### config.mk
export PLATFORM = sky130hd
export DESIGN_NAME = ntt_stage_ctrl
export DESIGN_NICKNAME = d
export VERILOG_FILES = /design/src/rtl/ntt_stage_ctrl_pkg.sv /design/src/rtl/ntt_stage_ctrl.sv
export SDC_FILE = /design/constraint.sdc
export NUM_CORES = 1
export LEC_CHECK = 0
export ABC_CLOCK_PERIOD_IN_PS = 4800
export BUFFER_PORTS_ARGS = -buffer_cell sky130_fd_sc_hd__buf_2
export CAP_MARGIN = 20
export CORE_AREA = 3 3 61 63
export CTS_CLUSTER_DIAMETER = 80
export CTS_CLUSTER_SIZE = 24
export DETAILED_ROUTE_END_ITERATION = 8
export DIE_AREA = 0 0 64 66
export PLACE_DENSITY = 0.58
export SLEW_MARGIN = 20
export SYNTH_ARGS = -nofsm -noshare
export SYNTH_HDL_FRONTEND = slang
export SYNTH_SLANG_ARGS = --single-unit
### constraint.sdc
create_clock -name clk -period 4.8 [get_ports clk]
set_clock_uncertainty 0.1 [all_clocks]
set_input_delay 0 -clock clk [delete_from_list [all_inputs] [get_ports clk]]
set_output_delay 0 -clock clk [all_outputs]
set_load 0.02 [all_outputs]
### src/rtl/ntt_stage_ctrl_pkg.sv
// Shared types and defaults for the NTT stage sequencer.
package ntt_stage_ctrl_pkg;

  localparam int ADDR_W_DEF = 3;

  typedef enum logic [2:0] {
    S_IDLE,
    S_LOAD,
    S_RUN,
    S_WAIT,
    S_DRAIN,
    S_UNLOAD,
    S_FLUSH
  } state_t;

endpackage

### src/rtl/ntt_stage_ctrl.sv
// NTT core sequencer: loads N coefficients, runs LOGN addrgen stages with a
// pipeline drain and bank-pair swap after each, then streams the result out.
module ntt_stage_ctrl
  import ntt_stage_ctrl_pkg::*;
#(
  parameter int ADDR_W   = ADDR_W_DEF,
  parameter int LOGN     = ADDR_W + 1,
  parameter int PIPE_LAT = 4,
  localparam int STAGE_W = $clog2(LOGN) + 1
) (
  input  logic               clk,
  input  logic               reset,
  input  logic               go,
  output logic               busy,
  output logic               done,
  input  logic               in_valid,
  output logic               in_ready,
  output logic               load_we,
  output logic               load_bank,
  output logic [ADDR_W-1:0]  load_addr,
  output logic               ag_start,
  output logic               ag_valid,
  input  logic               stage_done,
  output logic [STAGE_W-1:0] stage,
  output logic               rd_pair,
  input  logic               out_ready,
  output logic               unload_re,
  output logic               unload_bank,
  output logic [ADDR_W-1:0]  unload_addr,
  output logic               out_valid,
  output logic               out_last
);

  localparam int DRAIN_W = (PIPE_LAT > 1) ? $clog2(PIPE_LAT) : 1;

  localparam logic [ADDR_W:0]    CNT_LAST   = '1;
  localparam logic [ADDR_W:0]    CNT_ONE    = (ADDR_W + 1)'(1);
  localparam logic [DRAIN_W-1:0] DRAIN_INIT = DRAIN_W'(PIPE_LAT - 1);
  localparam logic [DRAIN_W-1:0] DRAIN_ONE  = DRAIN_W'(1);
  localparam logic [STAGE_W-1:0] STAGE_ONE  = STAGE_W'(1);
  localparam logic [STAGE_W-1:0] STAGE_END  = STAGE_W'(LOGN);

  state_t               state;
  logic [ADDR_W:0]      load_cnt;
  logic [ADDR_W:0]      unload_cnt;
  logic [DRAIN_W-1:0]   drain_cnt;
  logic [STAGE_W-1:0]   stage_nxt;

  // Counter bit 0 interleaves words across the two banks of a pair.
  assign load_we     = in_valid & in_ready;
  assign load_bank   = load_cnt[0];
  assign load_addr   = load_cnt[ADDR_W:1];
  assign unload_re   = out_ready & (state == S_UNLOAD);
  assign unload_bank = unload_cnt[0];
  assign unload_addr = unload_cnt[ADDR_W:1];
  assign stage_nxt   = stage + STAGE_ONE;

  always_ff @(posedge clk or negedge reset) begin
    if (!reset) begin
      state      <= S_IDLE;
      busy       <= 1'b0;
      done       <= 1'b0;
      in_ready   <= 1'b0;
      ag_start   <= 1'b0;
      ag_valid   <= 1'b0;
      stage      <= '0;
      rd_pair    <= 1'b0;
      out_valid  <= 1'b0;
      out_last   <= 1'b0;
      load_cnt   <= '0;
      unload_cnt <= '0;
      drain_cnt  <= '0;
    end else begin
      out_valid <= unload_re;
      case (state)
        S_IDLE: begin
          if (go) begin
            state    <= S_LOAD;
            busy     <= 1'b1;
            in_ready <= 1'b1;
            load_cnt <= '0;
            rd_pair  <= 1'b0;
            stage    <= '0;
          end
        end
        S_LOAD: begin
          if (load_we) begin
            if (load_cnt == CNT_LAST) begin
              in_ready <= 1'b0;
              ag_start <= 1'b1;
              state    <= S_RUN;
            end else begin
              load_cnt <= load_cnt + CNT_ONE;
            end
          end
        end
        S_RUN: begin
          ag_start <= 1'b0;
          ag_valid <= 1'b1;
          state    <= S_WAIT;
        end
        S_WAIT: begin
          if (stage_done) begin
            ag_valid  <= 1'b0;
            drain_cnt <= DRAIN_INIT;
            state     <= S_DRAIN;
          end
        end
        // Last drain cycle: results of this stage are now in the other pair.
        S_DRAIN: begin
          if (drain_cnt == '0) begin
            rd_pair <= ~rd_pair;
            stage   <= stage_nxt;
            if (stage_nxt == STAGE_END) begin
              unload_cnt <= '0;
              state      <= S_UNLOAD;
            end else begin
              ag_start <= 1'b1;
              state    <= S_RUN;
            end
          end else begin
            drain_cnt <= drain_cnt - DRAIN_ONE;
          end
        end
        S_UNLOAD: begin
          if (unload_re) begin
            if (unload_cnt == CNT_LAST) begin
              out_last <= 1'b1;
              done     <= 1'b1;
              state    <= S_FLUSH;
            end else begin
              unload_cnt <= unload_cnt + CNT_ONE;
            end
          end
        end
        S_FLUSH: begin
          out_last <= 1'b0;
          done     <= 1'b0;
          busy     <= 1'b0;
          state    <= S_IDLE;
        end
        default: state <= S_IDLE;
      endcase
    end
  end

endmodule

# Yosys cells after proc, flatten, opt, wreduce, memory -nomap -nowiden
# Index checks and enable logic that the tools add are counted.
[op_classes] add_sub_neg=4 eq_ne=21 mux=42 bitwise_logic=3 n_reduce_logical=20
[op_table] op="2-to-1 mux 3 bit" n=10
[op_table] op="2-to-1 mux 4 bit" n=7
[op_table] op="inequality test 2 bit (second input constant)" n=11
[op_table] op="one-hot mux 3 bit (6 select lines)" n=1
[op_table] op="one-hot mux 4 bit (2 select lines)" n=2
[op_table] op="nonzero test 2 bit" n=7
[op_table] op="== test 3 bit (second input constant)" n=4
[op_table] op="2-to-1 mux 1 bit" n=12
[op_table] op="one-hot mux 1 bit (2 select lines)" n=5
[op_table] op="AND reduction 5 bit" n=2
[op_table] op="AND reduction 3 bit" n=3
[op_table] op="adder 4 x 1 -> 4 bit (second input constant)" n=2
[op_table] op="== test 4 bit (second input constant)" n=2
[op_table] op="AND reduction 4 bit" n=2
[op_table] op="AND reduction 7 bit" n=1
[op_table] op="== test 3 x 2 -> 1 bit (second input constant)" n=2
[op_table] op="one-hot mux 3 bit (2 select lines)" n=1
[op_table] op="2-to-1 mux 2 bit" n=2
[op_table] op="one-hot mux 2 bit (2 select lines)" n=1
[op_table] op="AND reduction 2 bit" n=2
[op_table] op="adder 3 x 1 -> 3 bit (second input constant)" n=1
[op_table] op="== test 3 x 1 -> 1 bit (second input constant)" n=1
[op_table] op="logical NOT 3 bit" n=1
[op_table] op="one-hot mux 1 bit (3 select lines)" n=1
[op_table] op="6 further kinds" n=7
[totals] regBits=23 input_bits=6 out_inout_bits=21 elab_cells=102

# Depth between registers and ports, before layout
# Gate-level depths: netlist (run 1).
[logic_depth] ltp_word=5 depth_mapped=7 mapped_depth_nobuf=6

# Least setup slack after synthesis (run 1)
# OpenSTA, ideal clock, no wires.
[synth_path] path_type="reg2reg" startpoint="register stage[0]" endpoint="register unload_cnt[2]" setup_ns=0.124 t_arrival_ns=1.518 required_ns=4.576 setup_slack_ns=3.058 stages_incl_launch_ff=6 n_path_buf=0 period_less_slack_ns=1.742 path_cell_list="dfrtp_1 -> ha_1 -> xor2_1 -> nand2_1 -> o21a_1 -> a211o_1"
[synth_via] elab_chain_len=4
[synth_lines] item="from (decl)" line="ntt_stage_ctrl.sv:24" source="output logic [STAGE_W-1:0] stage,"
[synth_lines] item="from (signal assigned)" line="ntt_stage_ctrl.sv:113" source="stage <= stage_nxt;"
[synth_lines] item="adder 3 x 1 -> 3 bit" line="ntt_stage_ctrl.sv:56" source="assign stage_nxt = stage + STAGE_ONE;"
[synth_lines] item="== test 3 bit" line="ntt_stage_ctrl.sv:114" source="if (stage_nxt == STAGE_END) begin"
[synth_lines] item="inequality test 2 bit (no source line)"
[synth_lines] item="AND reduction 5 bit (no source line)"
[synth_lines] item="to (signal assigned)" line="ntt_stage_ctrl.sv:132" source="unload_cnt <= unload_cnt + CNT_ONE;"
[synth_lines] item="to (decl)" line="ntt_stage_ctrl.sv:45" source="logic [ADDR_W:0] unload_cnt;"
# No other way between the ends.
# A chain may end at the register's enable or synchronous reset.

# Final worst setup path (run 1)
[layout_path] startpoint="register state[2]" endpoint="register unload_cnt[2]"
[layout_via] elab_chain_len=4 elab_cells_between_ends=10 classes_between="eq/ne (6); mux (1); bitwise (1); reduce/logical (2)"
[layout_lines] item="from (decl)" line="ntt_stage_ctrl.sv:43" source="state_t state;"
[layout_lines] item="from (signal assigned)" line="ntt_stage_ctrl.sv:60" source="state <= S_IDLE;"
[layout_lines] item="from (signal assigned)" line="ntt_stage_ctrl.sv:78" source="state <= S_LOAD;"
[layout_lines] item="from (signal assigned)" line="ntt_stage_ctrl.sv:91" source="state <= S_RUN;"
[layout_lines] item="== test 3 bit" line="ntt_stage_ctrl.sv:53, ntt_stage_ctrl.sv:75"
[layout_lines] item="AND 1 bit" line="ntt_stage_ctrl.sv:53" source="assign unload_re = out_ready & (state == S_UNLOAD);"
[layout_lines] item="inequality test 2 bit (no source line)"
[layout_lines] item="AND reduction 5 bit (no source line)"
# Parallel ways exist; a longest one is shown, timed or not.

==> results.py, run 1 <==
metrics = {
    "yosys": {
        "synth.largest_area_cell": "dfrtp_1",
        "ys_seq_area_share_pct": 44.8,
        "ys_top_cells_by_area": "dfrtp_1, ha_1, nand3_1",
        "yosysMostFrequentCell": "dfrtp_1",
        "synthArstFlopShare_pct": 100,
        "syn-cell-area_sq_um": 1280,
        "synth-main-ff-cell": "dfrtp_1",
        "synth_commonest_cells": "dfrtp_1, nand2_1, nand3_1",
        "synth_top_area_share_pct": 44.8,
        "ys_ff_latch": 23,
        "synth_warnings": 0,
        "ys_types": 46,
        "synth_edf_count": 0,
        "syn_nets": 136,
        "avgSynthCellArea_sq_um": 10.3,
        "synthCells": 125,
    },
    "timing": {
        "worst_pin_slew_ns": 0.512,
        "report.final.slew_viol_count": 0,
        "max_freq_ghz": 0.489,
        "fin_tns_setup_ns": 0,
        "finalCritPeriodShare_pct": 42.6,
        "rsz0062_at_grt": "false",
        "setup_viol": 0,
        "holdWs_ns": 0.0869,
        "final-hold-violation-count": 0,
        "slew_headroom_pct": 65.9,
        "fin_crit_ns": 2.05,
    },
    "critical_path": {
        "crit_chain": "nand4bb_1 -> o21a_1 -> a211o_1",
        "crit_arrival_ns": 2.16,
        "crit_slowest_cell": "dfrtp_1",
        "ff2ff_path_depth": 3,
        "cp_num_cells": 3,
        "cp-start-kind": "flop",
        "worstReg2RegStart": "state[2]",
        "max_stage_delay_ns": 0.68,
        "cp_max_fo": 19,
        "critPathKind": "flop to flop",
        "cp.required_ns": 4.91,
        "cp-endpoint": "unload_cnt[2]",
        "rrSetupSlack_ns": 2.75,
        "crit_buf_inv": 0,
        "worstSetupEndpointType": "flop",
        "startpoint": "state[2]",
        "crit_family": "flip-flops",
        "r2r_end": "unload_cnt[2]",
    },
    "route": {
        "drt_iter0_drc": 51,
        "drt-wirelength-per-cell_um": 12.9,
        "via_count": 1048,
        "drtAntennaViolNets": 0,
        "drtPass1Iterations": 4,
        "drc_errors": 0,
        "via_per_inst": 5.29,
        "drt_wl_total_mm": 2.56,
    },
    "min_path": {
        "hp-class": "primary input to asynchronous set/reset pin",
    },
    "power_and_ir_drop": {
        "switching_power_mw": 0.373,
        "peakVddDrop_mv": 0.236,
        "power.leakage_nw": 0.742,
        "p_seq_share_pct": 42.9,
        "intPower_mw": 0.463,
        "combPwrFrac_pct": 46.4,
        "p_sw_share_pct": 44.6,
        "p_clk_share_pct": 10.7,
        "powerDensity_nw_per_um2": 558,
    },
    "grt": {
        "grt_max_degree": 24,
        "gr-usage-met2_pct": 21.2,
        "grt_busiest_layer": "met2",
        "grt_usage_pct": 13.3,
        "met1_usage_pct": 17.9,
        "use_met3_pct": 2.55,
        "grt_overflow": 0,
        "antenna_found_initial": 0,
        "grt_pass1_wl_mm": 4.43,
        "grt_pass1_vias": 935,
    },
    "layout": {
        "nNetsFinal": 164,
        "antenna_cells": 0,
        "area_growth_pct": 16.6,
        "fillers": 319,
        "drive_gt1_share_pct": 26.3,
    },
    "placed_design": {
        "portBuffers": 26,
        "routabilityCongestion": 0.775,
        "hpwl_mm": 1.81,
    },
    "status": {
        "status": "completed",
    },
    "clock_tree": {
        "cts_max_level": 1,
        "clk_pin_slew_ns": 0.13,
        "root_buffer": "clkbuf_4",
        "cts_buffers": 3,
        "numClockSinks": 23,
        "clk_path_buf_depth": 2,
        "cts_tree": "yes",
        "clock_latency_ns": 0.31,
        "post_cts_buffers": 0,
    },
    "floorplanning": {
        "core_area_sq_um": 3280,
        "die_y_um": 66,
        "die_w_um": 64,
        "dieArea_sq_um": 4220,
        "ios": 27,
        "rows": 21,
        "start_util_pct": 39.1,
    },
    "run": {
        "cap_violations": 0,
    },
}
-- layout by cell type (no fill, tap or decap), types with 2 or more instances in the layout --
cell type,n
o21ai_0,7
nand2_1,12
buf_2,26
dlygate4sd3_1,5
a41oi_1,2
mux2_2,3
nand3_1,12
inv_1,8
a31oi_1,2
ha_1,5
and2_1,2
a22o_1,3
o31ai_1,3
o211ai_1,3
clkbuf_4,3
dfrtp_1,23
and3b_1,3
nor2_1,2
-- kinds of logic (layout without fill, tap and decap cells) --
family	after synthesis	count (layout)	share of synthesized area, %
mux	3	3	2.63
simple gates	43	43	20.2
fa+ha+maj	5	5	4.87
flops	23	23	44.8
compound gates	33	33	19.8
buf+inv	16	43	6.43
xor+xnor	2	2	1.36
-- state kept, by name, indices dropped and copies added, names as in the netlist --
| name | count |
|---|---|
| load_cnt | 4 |
| unload_cnt | 4 |
| stage | 3 |
| state | 3 |
| drain_cnt | 2 |
| ag_start | 1 |
| ag_valid | 1 |
| busy | 1 |
| in_ready | 1 |
| out_last | 1 |
| out_valid | 1 |
| rd_pair | 1 |
-- power groups by stage --
stage               clock (mW)  sequential, mW  combinational (mW)
floorplan                    0           0.390               0.261
global placement             0           0.357               0.386
detailed placement           0           0.363               0.389
CTS                     0.0956           0.360               0.392
global route             0.103           0.377               0.433
finish                  0.0894           0.359               0.388
-- routing by layer --
layer	up-vias	share of wire, %
met1	507	49
met4	0	0.59
met2	19	47
met3	2	3.2
li1	520	-
met5	-	0
-- cell type report --
cell class	count	area (sq um)	share of cell area (%)
well taps	46	57.6	3.84
multi-input cells	86	627	41.9
inverters	8	30.0	2.01
clock inverters	1	5.00	0.334
flip-flops and latches	23	576	38.4
repair buffers	31	180	12.0
clock buffers	3	22.5	1.50
-- what timing repair did --
action | CTS | global route
hold buffers | 5 | 0
hold endpoints to repair | 30 | 0
resized for setup | 0 | 0
-- stage by stage --
stage	utilization [%]	power [mW]	instance area, sq um	setup WS [ns]	std cells
2_1_floorplan	-	0.651	1280	3.06	125
3_3_place_gp	43.2	0.743	1420	2.84	189
3_5_place_dp	43.2	0.752	1420	2.78	189
4_1_cts	45.6	0.848	1500	2.75	198
5_1_grt	45.6	0.913	1500	2.59	198
6_report	45.6	0.836	1500	2.75	198
-- worst min path at each step --
| stage | from | to | slack [ns] | depth (start not counted) |
|---|---|---|---|---|
| 2_1_floorplan | reset | ag_start | -0.40 | 0 |
| 3_3_place_gp | reset | ag_start | -0.1 | 1 |
| 3_5_place_dp | reset | state[1] | -0.09 | 1 |
| 4_1_cts | reset | ag_valid | 0.09 | 2 |
| 5_1_grt | reset | ag_valid | 0.11 | 2 |
| 6_report | reset | ag_valid | 0.09 | 2 |
Note: power is estimated with default switching activity, not from simulation.
==> inputs of run 2 (changes only) <==
--- a/config.mk
+++ b/config.mk
@@ -5,15 +5,16 @@
 export SDC_FILE = /design/constraint.sdc
 export NUM_CORES = 1
 export LEC_CHECK = 0
-export ABC_CLOCK_PERIOD_IN_PS = 4800
+export ABC_AREA = 1
+export ABC_CLOCK_PERIOD_IN_PS = 1650
 export BUFFER_PORTS_ARGS = -buffer_cell sky130_fd_sc_hd__buf_2
 export CAP_MARGIN = 20
-export CORE_AREA = 3 3 61 63
+export CORE_AREA = 3 3 62 64
 export CTS_CLUSTER_DIAMETER = 80
 export CTS_CLUSTER_SIZE = 24
 export DETAILED_ROUTE_END_ITERATION = 8
-export DIE_AREA = 0 0 64 66
-export PLACE_DENSITY = 0.58
+export DIE_AREA = 0 0 65 67
+export PLACE_DENSITY = 0.61
 export SLEW_MARGIN = 20
 export SYNTH_ARGS = -nofsm -noshare
 export SYNTH_HDL_FRONTEND = slang
==> constraint.sdc (replaced) <==
create_clock -name clk -period 1.65 [get_ports clk]
set_clock_uncertainty 0.1 [all_clocks]
set_input_delay 0 -clock clk [delete_from_list [all_inputs] [get_ports clk]]
set_output_delay 0 -clock clk [all_outputs]
set_load 0.02 [all_outputs]
==> run 2 against run 1 <==
  * Final cell count is 25% higher
  * Routed wire length is 9.9% higher
  * Largest power group unchanged
  * Via count is 12% higher
  * Utilization is 3.3 points higher
  * Synthesized area is 4.7% higher
  * Maximum frequency is 32% higher
  * Sequential power is 140% higher
  * Clock-buffer cell count stayed put
  * Die area is 3.1% higher
  * Global-route usage is 0.98 points higher
  * Synthesized cell count is 34% higher
==> results.py, run 2 <==
metrics = {
    "yosys": {
        "ys_top_cells_by_area": "dfrtp_1, nand2_1, ha_1",
        "synthCells": 167,
        "ys_seq_area_share_pct": 42.8,
        "synth_commonest_cells": "nand2_1, dfrtp_1, nor2_1",
        "synthArstFlopShare_pct": 100,
        "synth-main-ff-cell": "dfrtp_1",
        "ys_types": 27,
        "synth_top_area_share_pct": 42.8,
        "avgSynthCellArea_sq_um": 8.05,
        "synth_edf_count": 0,
        "syn_nets": 178,
        "syn-cell-area_sq_um": 1350,
        "ys_ff_latch": 23,
        "synth_warnings": 0,
        "yosysMostFrequentCell": "nand2_1",
        "synth.largest_area_cell": "dfrtp_1",
    },
    "grt": {
        "grt_overflow": 0,
        "grt_usage_pct": 14.3,
        "antenna_found_initial": 0,
        "grt_max_degree": 24,
        "grt_pass1_wl_mm": 4.85,
        "grt_pass1_vias": 1131,
    },
    "critical_path": {
        "crit_top_cell": "nand2_1",
        "crit_chain": "inv_1 -> ha_4 -> nand3b_1 -> nand2_1 -> nor2_4 -> nand3_1 -> nand2_1 -> nand2_1",
        "worstReg2RegStart": "drain_cnt[0]",
        "ff2ff_path_depth": 8,
        "max_stage_delay_ns": 0.38,
        "worstSetupEndpointType": "flop",
        "cp.required_ns": 1.78,
        "crit_arrival_ns": 1.67,
        "cp-start-kind": "flop",
        "crit_slowest_cell": "dfrtp_1",
        "critPathKind": "flop to flop",
        "cp_max_fo": 6,
        "startpoint": "drain_cnt[0]",
    },
    "timing": {
        "finalCritPeriodShare_pct": 93.7,
        "report.final.slew_viol_count": 0,
        "worst_pin_slew_ns": 0.517,
        "slew_headroom_pct": 65.6,
        "max_freq_ghz": 0.647,
        "rsz0062_at_grt": "true",
        "fin_crit_ns": 1.55,
        "setup_viol": 0,
        "holdWs_ns": 0.0664,
        "final-hold-violation-count": 0,
    },
    "layout": {
        "final_common_cell": "nand2_1",
        "fillers": 335,
        "post-route-util_pct": 48.9,
        "antenna_cells": 0,
        "fin_cells": 248,
        "area_growth_pct": 21.4,
        "drive_gt1_share_pct": 26.7,
        "multi_input_area_sq_um": 701,
        "seqCellArea_sq_um": 579,
        "nNetsFinal": 214,
        "reg_top3": "load_cnt (4), unload_cnt (4)",
        "layout_common_cells": "nand2_1, buf_2, dfrtp_1",
    },
    "placed_design": {
        "hpwl_mm": 2.19,
        "routabilityCongestion": 0.920,
        "portBuffers": 26,
        "dpl.cell_count": 238,
    },
    "power_and_ir_drop": {
        "power.leakage_nw": 0.908,
        "peakVddDrop_mv": 0.682,
        "powerDensity_nw_per_um2": 1540,
    },
    "route": {
        "via_count": 1177,
        "drt-wirelength-per-cell_um": 11.3,
        "drc_errors": 0,
        "drtAntennaViolNets": 0,
        "via_per_inst": 4.75,
        "drt_iter0_drc": 51,
        "drt_wl_total_mm": 2.81,
        "drtPass1Iterations": 4,
    },
    "status": {
        "status": "completed",
    },
    "clock_tree": {
        "cts_max_level": 1,
        "clock_latency_ns": 0.32,
        "clk_path_buf_depth": 2,
        "cts_buffers": 3,
        "root_buffer": "clkbuf_4",
        "cts_tree": "yes",
        "numClockSinks": 23,
        "clk_pin_slew_ns": 0.14,
    },
    "floorplanning": {
        "dieArea_sq_um": 4360,
        "core_area_sq_um": 3340,
        "start_util_pct": 40.3,
        "rows": 21,
        "ios": 27,
        "die_y_um": 67,
        "die_w_um": 65,
    },
    "min_path": {
        "hp-class": "primary input to asynchronous set/reset pin",
    },
    "run": {
        "cap_violations": 0,
    },
}
==> run 2: kinds of logic (layout without fill, tap and decap cells) <==
| kind of cell | count (synthesis) | in the layout | share of synthesized area, % |
|---|---|---|---|
| buffers and inverters | 19 | 54 | 6.60 |
| AO/OA/AOI/OAI | 17 | 17 | 7.63 |
| XOR/XNOR | 5 | 5 | 3.26 |
| AND/OR/NAND/NOR | 98 | 98 | 35.1 |
| adder cells (fa/ha/maj) | 5 | 5 | 4.65 |
| flip-flops | 23 | 23 | 42.8 |
==> run 2: path summary, 6_finish.rpt <==
kind,to,slack [ns]
min reg2reg,ag_start,0.39
max in group asynchronous,state[0],1.01
max,ag_start,0.10
max reg2reg,ag_start,0.10
min in group clk,load_cnt[0],0.14
min,load_cnt[3],0.07
==> run 2: per-layer routing <==
metal	track usage (%)	share of wire [%]
met5	0	0
met4	4.22	1.0
met3	3.71	6.2
met2	24.9	48
met1	17.3	45
==> run 2: cell type report <==
class / count / share of cell area [%]
clock inverter: 1 / 0.460
inverter: 16 / 3.83
timing repair buffer: 34 / 12.4
clock buffer: 3 / 1.38
sequential: 23 / 35.5
tap: 46 / 3.52
multi-input combinational: 125 / 42.9
==> run 2: critical path: cells and delay by family, from the launching register on <==
family / cells / cell delay, ns
fa+ha+maj: 1 / 0.18
buf+inv: 1 / 0.12
flops: 1 / 0.38
simple gates: 6 / 0.66
==> run 2: repair_timing <==
action	4_1_cts	5_1_grt
setup buffers	0	2
hold buffers	4	0
endpoints found under the setup margin	0	11
resized for setup	0	8
hold endpoints to repair	34	0
==> run 2: where the power goes <==
group          internal, mW  total [mW]  switching (mW)  leakage [nW]
clock network        0.0925       0.275           0.182        0.0139
logic                 0.472        1.37           0.898         0.603
registers             0.716       0.864           0.149         0.291
==> run 2: metrics by stage <==
step / worst slack, ns / TNS (ns) / instance area, sq um / power, mW
final: 0.104 / 0 / 1630 / 2.51
after global routing: -0.0590 / -0.272 / 1630 / 2.75
after CTS: 0.0144 / 0 / 1590 / 2.48
after detailed placement: 0.0278 / 0 / 1520 / 2.19
after global placement: 0.0722 / 0 / 1520 / 2.16
after floorplan: 0.0793 / 0 / 1350 / 1.88
